### src/rtl/dmem_ctrl.sv
// -----------------------------------------------------------------------------
// dmem_ctrl
//   Data-memory controller placed between a multicycle or pipelined RISC-V
//   core and an on-chip RAM. Each request is accepted with a valid/ready
//   handshake. The controller then waits a programmable number of cycles and
//   returns a single-cycle response. Writes honour byte enables. Misaligned
//   and out-of-range accesses are reported as errors. A write-only TOHOST
//   register lets a test report pass or fail.
//
// Ports
//   clk           rising-edge clock
//   reset         synchronous, active-high
//   req_valid     request present (held by the requester until accepted)
//   req_ready     controller is idle and will accept req_valid this cycle
//   req_we        1 = write, 0 = read
//   req_addr      byte address
//   req_wdata     write data
//   req_be        byte enables; bit i selects req_wdata[8i+7:8i]
//   resp_valid    one-cycle response pulse
//   resp_rdata    read data (0 on error); holds until the next response
//   resp_err      access error; holds until the next response
//   tohost_valid  one-cycle pulse in the response cycle of a TOHOST write
//   tohost_data   last value written to TOHOST
// -----------------------------------------------------------------------------
module dmem_ctrl #(
  parameter int          XLEN        = 32,
  parameter int          DEPTH       = 64,
  parameter logic [31:0] BASE_ADDR   = 32'h0,
  parameter int          WAIT_STATES = 0,
  parameter logic [31:0] TOHOST_ADDR = 32'hFFFC
) (
  input  logic              clk,
  input  logic              reset,
  input  logic              req_valid,
  output logic              req_ready,
  input  logic              req_we,
  input  logic [31:0]       req_addr,
  input  logic [XLEN-1:0]   req_wdata,
  input  logic [XLEN/8-1:0] req_be,
  output logic              resp_valid,
  output logic [XLEN-1:0]   resp_rdata,
  output logic              resp_err,
  output logic              tohost_valid,
  output logic [XLEN-1:0]   tohost_data
);

  localparam int          NB         = XLEN / 8;
  localparam int          OFF_W      = $clog2(NB);
  localparam int          IDX_W      = $clog2(DEPTH);
  localparam logic [31:0] ALIGN_MASK = 32'(NB - 1);
  localparam logic [32:0] RAM_BYTES  = 33'(DEPTH * NB);

  typedef enum logic [1:0] {IDLE, WAIT, RESP} state_t;

  state_t            state, state_next;
  logic [3:0]        wait_cnt;
  logic              we_q;
  logic [31:0]       addr_q;
  logic [XLEN-1:0]   wdata_q;
  logic [NB-1:0]     be_q;
  logic [XLEN-1:0]   rdata_hold;
  logic              err_hold;

  // NOTE: the RAM array has no reset. Clearing it would need a loop over
  // every word, and the array could then no longer be mapped onto RAM macros.
  logic [XLEN-1:0]   mem [DEPTH];

  // ---------------------------------------------------------------------------
  // Decode of the latched request. The offset is computed in 33 bits, so an
  // address below BASE_ADDR shows up as a set borrow bit.
  // ---------------------------------------------------------------------------
  logic [32:0]       offset;
  logic [IDX_W-1:0]  word_idx;
  logic              misaligned;
  logic              hit_tohost;
  logic              hit_ram;
  logic              err;
  logic [XLEN-1:0]   live_rdata;

  assign offset     = {1'b0, addr_q} - {1'b0, BASE_ADDR};
  assign word_idx   = offset[OFF_W +: IDX_W];
  assign misaligned = |(addr_q & ALIGN_MASK);
  assign hit_tohost = !misaligned && (addr_q == TOHOST_ADDR);
  assign hit_ram    = !misaligned && !hit_tohost && !offset[32] && (offset < RAM_BYTES);
  assign err        = misaligned || (hit_tohost && !we_q) || (!hit_tohost && !hit_ram);
  assign live_rdata = (!err && !we_q) ? mem[word_idx] : '0;

  // ---------------------------------------------------------------------------
  // FSM next state
  // ---------------------------------------------------------------------------
  // NOTE: state_next gets its default before the case statement. Every path
  // therefore assigns it, and no latch is inferred.
  always_comb begin
    state_next = state;
    unique case (state)
      IDLE: if (req_valid) state_next = (WAIT_STATES > 0) ? WAIT : RESP;
      WAIT: if (wait_cnt == 4'd0) state_next = RESP;
      RESP: state_next = IDLE;
      default: state_next = IDLE;
    endcase
  end

  assign req_ready    = (state == IDLE);
  assign resp_valid   = (state == RESP);
  // During RESP the response comes straight from the decode. Afterwards the
  // copy captured on the RESP edge keeps it visible.
  assign resp_rdata   = resp_valid ? live_rdata : rdata_hold;
  assign resp_err     = resp_valid ? err        : err_hold;
  assign tohost_valid = resp_valid && we_q && hit_tohost;

  // ---------------------------------------------------------------------------
  // State, request latch, wait counter and held response
  // ---------------------------------------------------------------------------
  // NOTE: sequential state uses non-blocking assignments only. Every register
  // then samples values from before the edge, whatever the block order.
  always_ff @(posedge clk) begin
    if (reset) begin
      state       <= IDLE;
      wait_cnt    <= '0;
      we_q        <= 1'b0;
      addr_q      <= '0;
      wdata_q     <= '0;
      be_q        <= '0;
      rdata_hold  <= '0;
      err_hold    <= 1'b0;
      tohost_data <= '0;
    end else begin
      state <= state_next;
      unique case (state)
        IDLE: if (req_valid) begin
          we_q     <= req_we;
          addr_q   <= req_addr;
          wdata_q  <= req_wdata;
          be_q     <= req_be;
          wait_cnt <= 4'(WAIT_STATES - 1);
        end
        WAIT: wait_cnt <= wait_cnt - 4'd1;
        RESP: begin
          rdata_hold <= live_rdata;
          err_hold   <= err;
          // The TOHOST write ignores the byte enables.
          if (we_q && hit_tohost) tohost_data <= wdata_q;
        end
        default: ;
      endcase
    end
  end

  // A write commits on the edge that ends RESP. If reset is asserted before
  // that edge, the pending write is dropped.
  always_ff @(posedge clk) begin
    if (!reset && state == RESP && we_q && hit_ram) begin
      for (int b = 0; b < NB; b++) begin
        if (be_q[b]) mem[word_idx][8*b +: 8] <= wdata_q[8*b +: 8];
      end
    end
  end

endmodule
### config.mk
export PLATFORM = sky130hd
export DESIGN_NAME = dmem_ctrl
export DESIGN_NICKNAME = d
export VERILOG_FILES = /design/src/rtl/dmem_ctrl.sv
export SDC_FILE = /design/constraint.sdc
export NUM_CORES = 2
export LEC_CHECK = 0
export BUFFER_PORTS_ARGS = -buffer_cell sky130_fd_sc_hd__buf_2
export CORE_AREA = 3 3 537 539
export DETAILED_ROUTE_END_ITERATION = 10
export DIE_AREA = 0 0 540 542
export GPL_ROUTABILITY_DRIVEN = 0
export MAX_ROUTING_LAYER = met4
export PLACE_DENSITY = 0.54
export SYNTH_ARGS = -nofsm -noshare
export SYNTH_HDL_FRONTEND = slang
export SYNTH_SLANG_ARGS = --single-unit
### constraint.sdc
create_clock -name clk -period 5.1 [get_ports clk]
set_input_delay 0.255 -clock clk [delete_from_list [all_inputs] [get_ports clk]]
set_output_delay 0.255 -clock clk [all_outputs]
set_load 0.01 [all_outputs]
Yosys cells after proc, flatten, opt, wreduce, memory -nomap -nowiden
Memories as Yosys holds them, arrays and structs flattened. A register that Yosys moved wholly into a read port is not among the register bits.
Index checks and enable logic that the tools add are counted.
- magnitude comparators: 1
- multiplexer cells: 22
- reductions and logical operators: 28
- equality and inequality tests: 5
- $add $sub $neg: 1
- operator list (operator ; number):
    32-bit 2-to-1 mux ; 2
    32-bit by 16-bit equality test with 1-bit output, second input constant ; 1
    32-bit by 9-bit < comparator with 1-bit output, second input constant ; 1
    1-bit 2-to-1 mux ; 13
    1-bit logical AND ; 12
    6-bit 2-to-1 mux ; 2
    4-bit one-hot mux with 2 select lines ; 1
    2-bit AND reduction ; 4
    1-bit logical NOT ; 6
    4-bit logical NOT ; 1
    2-bit 2-to-1 mux ; 2
    4-bit 2-to-1 mux ; 1
    2-bit != test, second input constant ; 2
    2-bit one-hot mux with 2 select lines ; 1
    4-bit by 1-bit subtractor with 4-bit output, second input constant ; 1
    2-bit by 1-bit equality test with 1-bit output, second input constant ; 1
    2-bit equality test, second input constant ; 1
    2-bit logical NOT ; 1
    1-bit logical OR ; 2
    2-bit nonzero test ; 1
    2-bit OR reduction ; 1
- output and inout bits: 68
- flip-flop bits (word level): 140
- memory bits (writable): 2048
- memories kept: 1
- memory list (name ; words ; bits a word ; rd ports ; clocked after Yosys merged registers in ; wr ports ; line ; text):
    mem ; 64 ; 32 ; 1 ; 1 ; 1 ; 66 ; logic [XLEN-1:0] mem [DEPTH];

Depth between registers and ports, before layout
- depth after elaboration: 13
- depth in mapped cells: 11
- gate-level depth less buffers: 5

Worst setup path before layout
Ideal clock, no wire load.
- kind: register to output
- start point: reg (tool-made name)
- end point: out resp_rdata[5]
- cell stages (with the launch flop): 8
- required time: 4.845 ns
- arrival: 2.321 ns
- path buffers: 3
- slack: 2.524 ns
- cell sequence: dfxtp_1 > buf_4 > buf_4 > buf_1 > mux4_2 > mux4_2 > a2111o_1 > o211a_1
- RTL lines (element ; line ; text):
    to (decl) ; 41 ; output logic [XLEN-1:0] resp_rdata,

==> flow_summary_export.csv <==
group,metric,value,unit
clock_network,ctsHoldBuffers,70,
finish,nFillCells,26599,
logic_synthesis,synth_top_cell_by_area,"edfxtp_1",
sta,setup_tns,0,ps
clock_network,h-tree-depth,4,
logic_synthesis,yosys_register_bits,2189,
pwr,total_leakage_power,0.0320,µW
sta,hold-worst-slack,129,ps
global_routing,grt_pass1_wl,368,mm
pwr,seqPwrFrac,0.525,
finish,final_cell_mix,"2048 x edfxtp_1, 519 x mux4_2, 310 x nand2_1",
run,maxCapViolCount,0,
floorplanning,placementRows,196,
clock_network,clk_pin_slew,70,ps
finish,fin_cells,8745,
logic_synthesis,yosys_warnings,0,
pwr,ir_drop,0.000327,V
logic_synthesis,synthCells,4336,
worst_setup_path,cpPeakStageDelay,960,ps
floorplanning,die_w,540,µm
sta,skew,61.1,ps
sta,clock.fmax,202,MHz
clock_network,cts_root_buf,"clkbuf_16",
finish,area_growth,16.7,%
finish,nets,4834,
drt,num_vias,45769,
pwr,power,37700,µW
clock_network,cts_buffers,223,
worst_setup_path,required,4850,ps
floorplanning,coreArea,0.284,mm²
logic_synthesis,synth_cell_type_count,67,
sta,finalCriticalPeriod,4940,ps
hold_path,hp-class,"input port to register",
hold_path,hold_start,"req_valid",
worst_setup_path,cp_max_fo,15,
pwr,swShare,0.222,
pwr,pwr-share-clk,0.422,
worst_setup_path,crit_cells,6,
sta,grt_setup_unrepaired,"no",
logic_synthesis,synth_edf_count,2048,
global_routing,grt_usage,0.183,
worst_setup_path,cp-start-kind,"register",
run_status,status,"complete, no violations",
floorplanning,start_util,0.299,
clock_network,cts_setup_buffers,0,
sta,finalWorstSetupSlack,159,ps
drt,final_antenna_net_count,0,
logic_synthesis,synth_async_sr_flop_share,0,
floorplanning,ioPinCount,140,
sta,worst_pin_slew,1320,ps
drt,drt_iter0_markers,5649,
worst_setup_path,cp_top_family,"simple AND/OR/NAND/NOR gates",
logic_synthesis,synth_area_leaders,"edfxtp_1 72%, mux4_2 14%, dfxtp_1 3.3%",
sta,hold_viol,0,
floorplanning,die_h,542,µm
place,place_ws,1100,ps
global_routing,overflow,0,
sta,period_share,0.969,
logic_synthesis,synth_seq_area_share,0.757,
drt,first_pass_iters,7,
place,dp_hpwl,168,mm
clock_network,cts_num_sinks,2189,
global_routing,grt_max_degree,101,
logic_synthesis,syn_nets,4408,
sta,slew_headroom,0.118,
pwr,p_int,29300,µW
worst_setup_path,rr_startpoint,"addr_q[4]$_SDFFE_PP0P_",
place,dp.cells,8229,
worst_setup_path,worstPathArrival,4690,ps
clock_network,clock_latency,880,ps
pwr,switchingPower,8360,µW
logic_synthesis,synth_top_area_share,0.724,
floorplanning,die_area,0.293,mm²
global_routing,antenna_found_initial,25,
finish,layout-drive-gt1-share,0.269,
worst_setup_path,r2r.worst_path.cells,3,
clock_network,cts_tree,"built",
global_routing,first_global_vias,45243,
drt,wl_per_cell,30.4,µm
place,numPortBuffers,139,
logic_synthesis,ys.flop_type,"edfxtp_1",
worst_setup_path,path_class,"register to primary output",
drt,viasPerCell,5.23,
logic_synthesis,synthesis.area,0.0850,mm²
worst_setup_path,endpoint_kind,"primary output",
sta,setup_violations,0,
worst_setup_path,timing.critical_path.buf_inv,2,
logic_synthesis,syn_area_per_cell,19.6,µm²
hold_path,min_path_cells,3,
sta,maxSlewViolCount,0,
drt,drc,0,
finish,layout_commonest_cell,"edfxtp_1",
pwr,p_per_area,380,mW/mm²
worst_setup_path,path_cells,"clkinv_1, nor2_1, a222oi_1, and2_1, o21ai_0, buf_2",
pwr,p_comb_frac,0.053,
drt,wl,266,mm
clock_network,cts-resized-gates,0,
clock_network,cts_buffer_depth,3,
worst_setup_path,crit_slowest_cell,"nor2_1",
routing by layer:
| metal | vias to the layer above | global-route usage | wire length [µm] |
|---|---|---|---|
| li1 | 18552 | - | - |
| met1 | 24570 | 0.233 | 106000 |
| met2 | 2143 | 0.284 | 127000 |
| met3 | 504 | 0.0424 | 21600 |
| met4 | 0 | 0.0737 | 11600 |
| met5 | - | - | 0 |
synth_stat cells (34+ instances only):
cell and number:
nor2_1 304, mux2_2 42, dfxtp_1 141, nand3_1 67
mux2i_1 112, nand2_1 315, buf_4 48, mux4_2 519
a21oi_1 128, clkbuf_1 126, o21ai_0 55, o22ai_1 34
buf_2 65, edfxtp_1 2048
cell families (layout without fill, tap and decap cells):
group / after synthesis / count (layout) / share of synthesized area
flip-flops: 2189 / 2189 / 0.757
AND/OR/NAND/NOR: 827 / 827 / 0.0417
multiplexers: 673 / 673 / 0.156
AO/OA/AOI/OAI: 375 / 375 / 0.0285
buffers and inverters: 272 / 892 / 0.0163
other: 0 / 27 / 0
metrics by stage:
stage,instance area (µm²),util
2_1_floorplan,85000,-
3_3_place_gp,91300,0.321
3_5_place_dp,91300,0.321
4_1_cts,99000,0.348
5_1_grt,99100,0.348
6_report,99100,0.348
registers in the layout (all words and copies together) (netlist names), named ones only:
register     flops
addr_q          32
be_q             4
err_hold         1
mem           2048
rdata_hold      32
state            1
tohost_data     32
wdata_q         32
we_q             1
power by group through the flow:
stage / combinational (µW) / clock (µW) / sequential (µW)
after floorplan: 1040 / 0 / 20200
after global placement: 1930 / 0 / 20100
after detailed placement: 1960 / 0 / 20200
after CTS: 2000 / 16100 / 19800
after global routing: 2080 / 16900 / 19800
final: 2000 / 15900 / 19800
worst reg2reg max path, stage by stage (launching register included):
cell and delay (ps):
dfxtp_1 600, nor3b_1 960, nand2_1 940, nor2_1 1090
final timing paths:
kind / to / slack [ps]
worst min-delay path: state[1]$_SDFFE_PP0P_ / 130
worst max-delay path: resp_rdata[9] / 160
worst max register to register: mem[28][19]$_DFFE_PP_ / 1110
worst min register to register: wdata_q[28]$_SDFFE_PP0P_ / 460
area by class of cell:
class | instances | area [µm²] | area share
Antenna cell | 27 | 67.6 | 0.000682
Clock buffer | 297 | 5980 | 0.0603
Clock inverter | 122 | 1080 | 0.0109
Inverter | 8 | 33.8 | 0.000341
Multi-Input combinational cell | 1875 | 19300 | 0.195
Sequential cell | 2189 | 64400 | 0.650
Tap cell | 3762 | 4710 | 0.0475
Timing Repair Buffer | 465 | 3550 | 0.0358
Power figures use the tool's default switching activity.
